<file path="config.mk">
export PLATFORM = sky130hd
export DESIGN_NAME = pipe_ctrl
export DESIGN_NICKNAME = d
export VERILOG_FILES = /design/src/rtl/pipe_ctrl_pkg.sv /design/src/rtl/pipe_ctrl_hazard_cmp.sv /design/src/rtl/pipe_ctrl.sv
export SDC_FILE = /design/constraint.sdc
export NUM_CORES = 1
export LEC_CHECK = 0
export CAP_MARGIN = 20
export CELL_PAD_IN_SITES_DETAIL_PLACEMENT = 1
export CELL_PAD_IN_SITES_GLOBAL_PLACEMENT = 1
export CORE_ASPECT_RATIO = 0.5
export CORE_UTILIZATION = 36
export DETAILED_ROUTE_END_ITERATION = 10
export PLACE_DENSITY = 0.86
export SYNTH_ARGS = -nofsm -noshare
export SYNTH_HDL_FRONTEND = slang
export SYNTH_SLANG_ARGS = --single-unit
export TNS_END_PERCENT = 5
</file>
<file path="constraint.sdc">
create_clock -name clock -period 5.9 [get_ports clock]
set_clock_uncertainty 0.1 [all_clocks]
set_input_delay 0.59 -clock clock [delete_from_list [all_inputs] [get_ports clock]]
set_output_delay 0.59 -clock clock [all_outputs]
set_load 0.1 [all_outputs]
</file>
<file path="src/rtl/pipe_ctrl_pkg.sv">
// Shared types and constants for the pipeline sequencing controller.
package pipe_ctrl_pkg;

  typedef enum logic [1:0] {
    RUN     = 2'd0,
    MD_WAIT = 2'd1,
    MD_DONE = 2'd2
  } state_e;

  localparam logic [4:0] REG_ZERO = 5'd0;

  // A source operand collides with a destination only if it is actually read.
  function automatic logic src_match(input logic use_src, input logic [4:0] src,
                                     input logic [4:0] rd);
    return use_src && (src == rd);
  endfunction

endpackage

</file>
<file path="src/rtl/pipe_ctrl_hazard_cmp.sv">
// Combinational load-use comparator between the FD sources and the DX load target.
module hazard_cmp
  import pipe_ctrl_pkg::*;
(
  input  logic       load_i,
  input  logic [4:0] rd_i,
  input  logic [4:0] rs1_i,
  input  logic [4:0] rs2_i,
  input  logic       use_rs1_i,
  input  logic       use_rs2_i,
  output logic       hz_o
);

  // Writes to r0 are discarded, so they can never feed a stale value.
  assign hz_o = load_i && (rd_i != REG_ZERO) &&
                (src_match(use_rs1_i, rs1_i, rd_i) || src_match(use_rs2_i, rs2_i, rd_i));

endmodule

</file>
<file path="src/rtl/pipe_ctrl.sv">
// Fetch/decode sequencing: load-use bubbles, redirect flushes, mult/div handshake
// and a saturating stall-cycle counter.
module pipe_ctrl
  import pipe_ctrl_pkg::*;
#(
  parameter int MD_TIMEOUT = 40,
  parameter int CNT_W      = 16
) (
  input  logic             clock,
  input  logic             aclr_n,
  input  logic [4:0]       rs1FD,
  input  logic [4:0]       rs2FD,
  input  logic             useRs1FD,
  input  logic             useRs2FD,
  input  logic             loadDX,
  input  logic [4:0]       rdDX,
  input  logic             mdOpFD,
  input  logic             mdReady,
  input  logic             brTakenXM,
  input  logic             jumpXM,
  output logic             stallA,
  output logic             stallPC,
  output logic             flushFD,
  output logic             flushDX,
  output logic             mdStart,
  output logic             mdAbort,
  output logic             mdBusy,
  output logic             mdTimeout,
  output logic [CNT_W-1:0] stallCycles,
  output logic [1:0]       dbg_state_o
);

  localparam int WCNT_W = (MD_TIMEOUT > 1) ? $clog2(MD_TIMEOUT) : 1;

  state_e             state_q, state_d;
  logic [WCNT_W-1:0]  wcnt_q, wcnt_d;
  logic               timeout_q, timeout_d;
  logic [CNT_W-1:0]   stall_cnt_q;
  logic               redir, hz, wait_last;

  hazard_cmp u_hazard_cmp (
    .load_i    (loadDX),
    .rd_i      (rdDX),
    .rs1_i     (rs1FD),
    .rs2_i     (rs2FD),
    .use_rs1_i (useRs1FD),
    .use_rs2_i (useRs2FD),
    .hz_o      (hz)
  );

  assign redir     = brTakenXM | jumpXM;
  assign wait_last = (wcnt_q == WCNT_W'(MD_TIMEOUT - 1));

  always_ff @(posedge clock or negedge aclr_n) begin
    if (!aclr_n) begin
      state_q     <= RUN;
      wcnt_q      <= '0;
      timeout_q   <= 1'b0;
      stall_cnt_q <= '0;
    end else begin
      state_q   <= state_d;
      wcnt_q    <= wcnt_d;
      timeout_q <= timeout_d;
      if (stallPC && (stall_cnt_q != {CNT_W{1'b1}}))
        stall_cnt_q <= stall_cnt_q + CNT_W'(1);
    end
  end

  always_comb begin
    state_d   = state_q;
    wcnt_d    = wcnt_q;
    timeout_d = timeout_q;
    case (state_q)
      RUN: begin
        if (!redir && !hz && mdOpFD) begin
          state_d = MD_WAIT;
          wcnt_d  = '0;
        end
      end
      MD_WAIT: begin
        // Redirect beats a simultaneous ready; ready beats the timeout.
        if (redir) begin
          state_d = RUN;
        end else if (mdReady) begin
          state_d = MD_DONE;
        end else if (wait_last) begin
          state_d   = MD_DONE;
          timeout_d = 1'b1;
        end else begin
          wcnt_d = wcnt_q + WCNT_W'(1);
        end
      end
      MD_DONE: state_d = RUN;
      default: state_d = RUN;
    endcase
  end

  // Mealy control outputs; held low for the whole time reset is asserted.
  always_comb begin
    stallA  = 1'b0;
    stallPC = 1'b0;
    flushFD = 1'b0;
    flushDX = 1'b0;
    mdStart = 1'b0;
    mdAbort = 1'b0;
    mdBusy  = 1'b0;
    if (aclr_n) begin
      case (state_q)
        RUN: begin
          if (redir) begin
            flushFD = 1'b1;
            flushDX = 1'b1;
          end else if (hz) begin
            stallA  = 1'b1;
            stallPC = 1'b1;
          end else if (mdOpFD) begin
            mdStart = 1'b1;
            stallA  = 1'b1;
            stallPC = 1'b1;
          end
        end
        MD_WAIT: begin
          mdBusy = 1'b1;
          if (redir) begin
            flushFD = 1'b1;
            flushDX = 1'b1;
            mdAbort = 1'b1;
          end else begin
            stallA  = 1'b1;
            stallPC = 1'b1;
          end
        end
        MD_DONE: begin
          if (redir) begin
            flushFD = 1'b1;
            flushDX = 1'b1;
          end
        end
        default: ;
      endcase
    end
  end

  assign mdTimeout   = timeout_q;
  assign stallCycles = stall_cnt_q;
  assign dbg_state_o = state_q;

endmodule

</file>
# Yosys cells after proc, flatten, opt, wreduce, memory -nomap -nowiden
# Index checks and enable logic that the tools add are counted.
[totals]
input_bits = 24
mem_bits_ro = 0
word_cells = 64
output_inout_bits = 26
ram_bits = 0
register_bits = 25
memories = 0
latchBits = 0
[classes]
shifts = 0
bitwise = 3
magnitude_cmp = 0
div_mod_pow = 0
eq_ne = 11
mux = 27
n_reduce_logical = 17
addsub = 2
mul = 0
[ops]
columns = ["op", "count"]
rows = [
  ["$mux W6", 4],
  ["$add A16 B1 Y16 const B", 1],
  ["$mux W1", 16],
  ["$ne A16 B16 Y1 const B", 1],
  ["$pmux W6 S2", 1],
  ["$eq A5 B5 Y1", 2],
  ["$mux W2", 4],
  ["$ne A2 B2 Y1 const B", 4],
  ["$logic_and A1 B1 Y1", 7],
  ["$add A6 B1 Y6 const B", 1],
  ["$eq A6 B6 Y1 const B", 1],
  ["$reduce_and A5 Y1", 1],
  ["$reduce_bool A5 Y1", 1],
  ["$ne A4 B4 Y1 const B", 1],
  ["$pmux W2 S2", 1],
  ["$reduce_and A4 Y1", 1],
  ["$reduce_or A3 Y1", 1],
  ["$eq A2 B1 Y1 const B", 1],
  ["$eq A2 B2 Y1 const B", 1],
  ["$logic_not A1 Y1", 2],
  ["$logic_not A2 Y1", 1],
  ["$not A1 Y1", 2],
  ["$pmux W1 S2", 1],
  ["$reduce_and A2 Y1", 1],
  ["3 further kinds", 3],
]

# Logic depth before layout (Yosys ltp)
[depth]
depth_word = 9
mapped_depth = 7
mapped_depth_nobuf = 7

# By module
# A second synthesis with hierarchy kept.
[hier_totals]
cells_unflattened = 146
hier_area_um2 = 1481.4
[by_module_without_submodules]
columns = ["module", "area_each_um2", "instances", "cells_each", "seq_area_each_um2"]
rows = [
  ["pipe_ctrl", 1347.5, 1, 129, 625.6],
  ["hazard_cmp", 133.9, 1, 17, 0.0],
]

# Worst setup path before layout
# OpenSTA, ideal clock, no wires.
[synth_timing]
kind = "reg2out"
from = "register state_q[0], in the netlist dbg_state_o[0]"
to = "output port flushFD"
stages_incl_launch_ff = 3
arrival_ps = 2959
t_required_ps = 5210
slack_ps = 2251
cell_sequence = "dfrtp_1 a21oi_1 buf_4"
[synth_between]
elab_chain_cells = 4
word_cells_on_any_way = 6
cone_classes = "eq/ne (2); mux (2); reduce/logical (2)"
[synth_rtl]
columns = ["item", "line_no", "text"]
rows = [
  ["start: declaration", "pipe_ctrl.sv:35", "state_e state_q, state_d;"],
  ["start signal: assignment", "pipe_ctrl.sv:61", "state_q <= state_d;"],
  ["$eq A2 B2 Y1 (tied with other cells)", "-", ""],
  ["$reduce_or A3 Y1 (no source line) *", "-", ""],
  ["$mux W1 * (2 in series)", "-", ""],
  ["end: declaration", "pipe_ctrl.sv:23", "output logic flushFD,"],
]
# Mark *: on every way between the ends. The rest lies on a longest branch, timed or not.

# Final worst setup path
[layout_timing]
from = "input port rdDX[0]"
to = "output port mdStart"
[layout_between]
elab_chain_cells = 8
word_cells_on_any_way = 12
cone_classes = "eq/ne (2); mux (4); reduce/logical (6)"
[layout_rtl]
columns = ["item", "line_no", "text"]
rows = [
  ["start: declaration", "pipe_ctrl.sv:16", "input logic [4:0] rdDX,"],
  ["$eq A5 B5 Y1", "pipe_ctrl_pkg.sv:15", "return use_src && (src == rd);"],
  ["$logic_and A1 B1 Y1", "pipe_ctrl_pkg.sv:15", ""],
  ["$logic_or A1 B1 Y1", "pipe_ctrl_hazard_cmp.sv:16", "(src_match(use_rs1_i, rs1_i, rd_i) || src_match(use_rs2_i, rs2_i, rd_i));"],
  ["$logic_and A1 B1 Y1 *", "pipe_ctrl_hazard_cmp.sv:15", "assign hz_o = load_i && (rd_i != REG_ZERO) &&"],
  ["$mux W1 *", "pipe_ctrl.sv:113", "end else if (hz) begin"],
  ["$mux W1 *", "pipe_ctrl.sv:110", "if (redir) begin"],
  ["$mux W1 *", "pipe_ctrl.sv:108", "case (state_q)"],
  ["$mux W1 *", "pipe_ctrl.sv:107", "if (aclr_n) begin"],
  ["end: declaration", "pipe_ctrl.sv:25", "output logic mdStart,"],
]
# Marked as above.

==> impl_metrics.env <==
export IMPL_yosysUniqueCellTypes=32
export IMPL_cp_end_kind="primary output"
export IMPL_synth_cells=142
export IMPL_place_gp_congestion=0.807
export IMPL_hold_buffers=0
export IMPL_cts_buffers=3
export IMPL_grt_overflow=0
export IMPL_drive_gt1_frac=0.0570
export IMPL_status="finished, final reports clean"
export IMPL_numPortBuffers=49
export IMPL_grt_pass1_vias=1281
export IMPL_path_clk_slew_ns=0.09
export IMPL_synth_largest_area_cell="dfrtp_1"
export IMPL_syn_area_per_cell_um2=9.92
export IMPL_drt_initial_drc_count=35
export IMPL_placed_cells=240
export IMPL_power_density_nw_per_um2=274
export IMPL_fmax_mhz=237
export IMPL_io_pins=50
export IMPL_crit_chain="clkdlybuf4s50_1, or4_1, o21ai_2, inv_1, a211oi_4, and2_1, clkdlybuf4s50_1"
export IMPL_die_w_um=90.5
export IMPL_dieArea_um2=4180
export IMPL_async_reset_ff_frac=1.00
export IMPL_cp_top_family="buffers and inverters"
export IMPL_hold_viol=0
export IMPL_ant_nets=0
export IMPL_ys_seq_area_frac=0.444
export IMPL_worstSetupStartpointType="primary input"
export IMPL_crit_top_cell="clkdlybuf4s50_1"
export IMPL_multiInputGateArea_um2=742
export IMPL_cts_resized_gates=0
export IMPL_num_nets_final=220
export IMPL_rsz0062_at_grt="no"
export IMPL_grt_usage=0.192
export IMPL_p_switching_mw=0.243
export IMPL_regArea_um2=626
export IMPL_drv_cap=0
export IMPL_finalCriticalPeriod_ns=4.21
export IMPL_path_class="primary input to primary output"
export IMPL_crit_required_ns=5.21
export IMPL_final_cell_count_no_fill=244
export IMPL_first_pass_iters=3
export IMPL_setup_viol=0
export IMPL_holdCritPathClass="register to register"
export IMPL_combPwrFrac=0.424
export IMPL_worstMarginPinSlew_ns=1.00
export IMPL_antenna_found_initial=0
export IMPL_h_tree_depth=1
export IMPL_ys_warnings_count=0
export IMPL_drc=0
export IMPL_cts_setup_buffers=0
export IMPL_rows=15
export IMPL_synth_area_leaders="dfrtp_1 44%, xor2_1 11%, xnor2_1 6.2%, nor2_1 4.5%, nand2_1 4.0%"
export IMPL_cts_tree="built"
export IMPL_synth_fp_nets=168
export IMPL_max_vdd_ir_drop_mv=0.306
export IMPL_path_max_fanout=7
export IMPL_pwr_share_seq=0.387
export IMPL_crit_path_max_incr_delay_ns=1.14
export IMPL_crit_arrival_ns=3.52
export IMPL_clockPowerShare=0.189
export IMPL_intPower_mw=0.302
export IMPL_initial_core_util=0.393
export IMPL_die_h_um=46.2
export IMPL_wl_per_cell_um=15.1
export IMPL_worstSkewPairLatency_ns=0.28
export IMPL_netlist_area_um2=1410
export IMPL_ys_flop_type="dfrtp_1"
export IMPL_p_leak_nw=0.880
export IMPL_setup_tns_ns=0
export IMPL_drv_slew=0
export IMPL_grt_max_degree=23
export IMPL_grt_pass1_wl_um=6130
export IMPL_drt_vias_per_instance=4.94
export IMPL_netlist_top_cells_count="25 x dfrtp_1, 18 x xor2_1, 17 x nor2_1"
export IMPL_switching_share=0.446
export IMPL_cts_num_sinks=25
export IMPL_synth_most_common_cell="dfrtp_1"
export IMPL_cts_path_max_buffers=2
export IMPL_antenna_cells=0
export IMPL_slew_headroom=0.330
export IMPL_routed_wl_um=3670
export IMPL_fillers=394
export IMPL_fin_crit_sh=0.714
export IMPL_root_buffer="clkbuf_8"
export IMPL_vias=1206
export IMPL_area_delta_synth_final_pct=41.2
export IMPL_cp_slowest_cell="clkdlybuf4s50_1"
export IMPL_synth_seq_cells=25
export IMPL_core_area_um2=3580
export IMPL_synth_top_area_frac=0.444
export IMPL_hpwlAfterDp_um=3000
export IMPL_critPathBufInv=3
export IMPL_synth_edff_count=0
-- worst paths after layout --
kind | to | cells past startpoint | startpoint | slack [ns]
worst max-delay path | mdStart | 7 | rdDX[0] | 1.69
worst min-delay path | mdTimeout | 1 | mdTimeout | 0.37
worst max register to register | stallCycles[1] | 7 | stallCycles[0] | 3.65
worst min register to register | mdTimeout | 1 | mdTimeout | 0.37
max in group asynchronous | stallCycles[12] | 2 | aclr_n | 4.66
min in group asynchronous | wcnt_q[0] | 1 | aclr_n | 0.45
-- worst register-to-register path, stage by stage (launching register included) --
cell     delay [ns]
dfrtp_1        0.43
ha_1           0.19
nand3_1        0.14
nor2_1         0.20
nand2_1        0.12
nor2_1         0.52
nor2_2         0.11
mux2_4         0.32
-- per-stage QoR --
| step | utilization | total power, mW | area [um2] | hold slack [ns] | worst slack (ns) |
|---|---|---|---|---|---|
| CTS | 0.555 | 0.551 | 1990 | 0.373 | 1.66 |
| global placement | 0.542 | 0.443 | 1940 | 0.343 | 1.76 |
| finish | 0.555 | 0.545 | 1990 | 0.367 | 1.69 |
| floorplan | - | 0.377 | 1410 | 0.194 | 2.25 |
| detailed placement | 0.542 | 0.447 | 1940 | 0.352 | 1.65 |
| global route | 0.555 | 0.571 | 1990 | 0.388 | 1.57 |
-- logic make-up after synthesis --
| group | share of synthesized area |
|---|---|
| DFF | 0.444 |
| buffers and inverters | 0.0293 |
| xor gates and xnor gates | 0.174 |
| muxes | 0.0293 |
| and+or+nand+nor | 0.242 |
| adders and majority gates | 0.0178 |
| AOI/OAI and AO/OA | 0.0631 |
-- layout by cell type (no fill, tap or decap), drive strengths merged --
cell           instances
clkdlybuf4s50         49
dfrtp                 25
xor2                  18
nor2                  18
nand2                 15
xnor2                 10
nor3                   9
nand4                  7
inv                    4
nor4                   4
clkbuf                 4
and3                   3
nand3                  3
o21ai                  3
mux2                   3
nand2b                 2
nand4b                 2
ha                     2
a21oi                  2
or4                    1
o22ai                  1
a211oi                 1
and2                   1
a211o                  1
nor4b                  1
nor3b                  1
and2b                  1
a21o                   1
buf                    1
-- per-layer routing --
| layer | up-vias | GRT usage | part of all wire |
|---|---|---|---|
| met1 | 593 | 0.221 | 0.44 |
| met3 | 5 | 0.0446 | 0.035 |
| met5 | - | 0 | 0 |
| met2 | 24 | 0.377 | 0.51 |
| met4 | 0 | 0.0419 | 0.012 |
| li1 | 584 | - | - |
-- final cells by class --
cell class / count / area share
multi-input combinational: 110 / 0.373
sequential: 25 / 0.314
timing repair buffer: 50 / 0.250
tap: 51 / 0.0321
clock buffer: 4 / 0.0226
inverter: 4 / 0.00755
-- flip-flops by register name (all words and copies together) (netlist names) --
| signal | count |
|---|---|
| mdTimeout | 1 |
| wcnt_q | 6 |
| stallCycles | 16 |
| dbg_state_o | 2 |
-- power by group through the flow --
stage / Combinational, mW / Sequential [mW] / Clock, mW
after floorplan: 0.0525 / 0.324 / 0
after global placement: 0.229 / 0.214 / 0
after detailed placement: 0.232 / 0.214 / 0
after CTS: 0.233 / 0.211 / 0.106
after global routing: 0.242 / 0.215 / 0.114
final: 0.231 / 0.211 / 0.103
(Power assumes the default switching activity.)
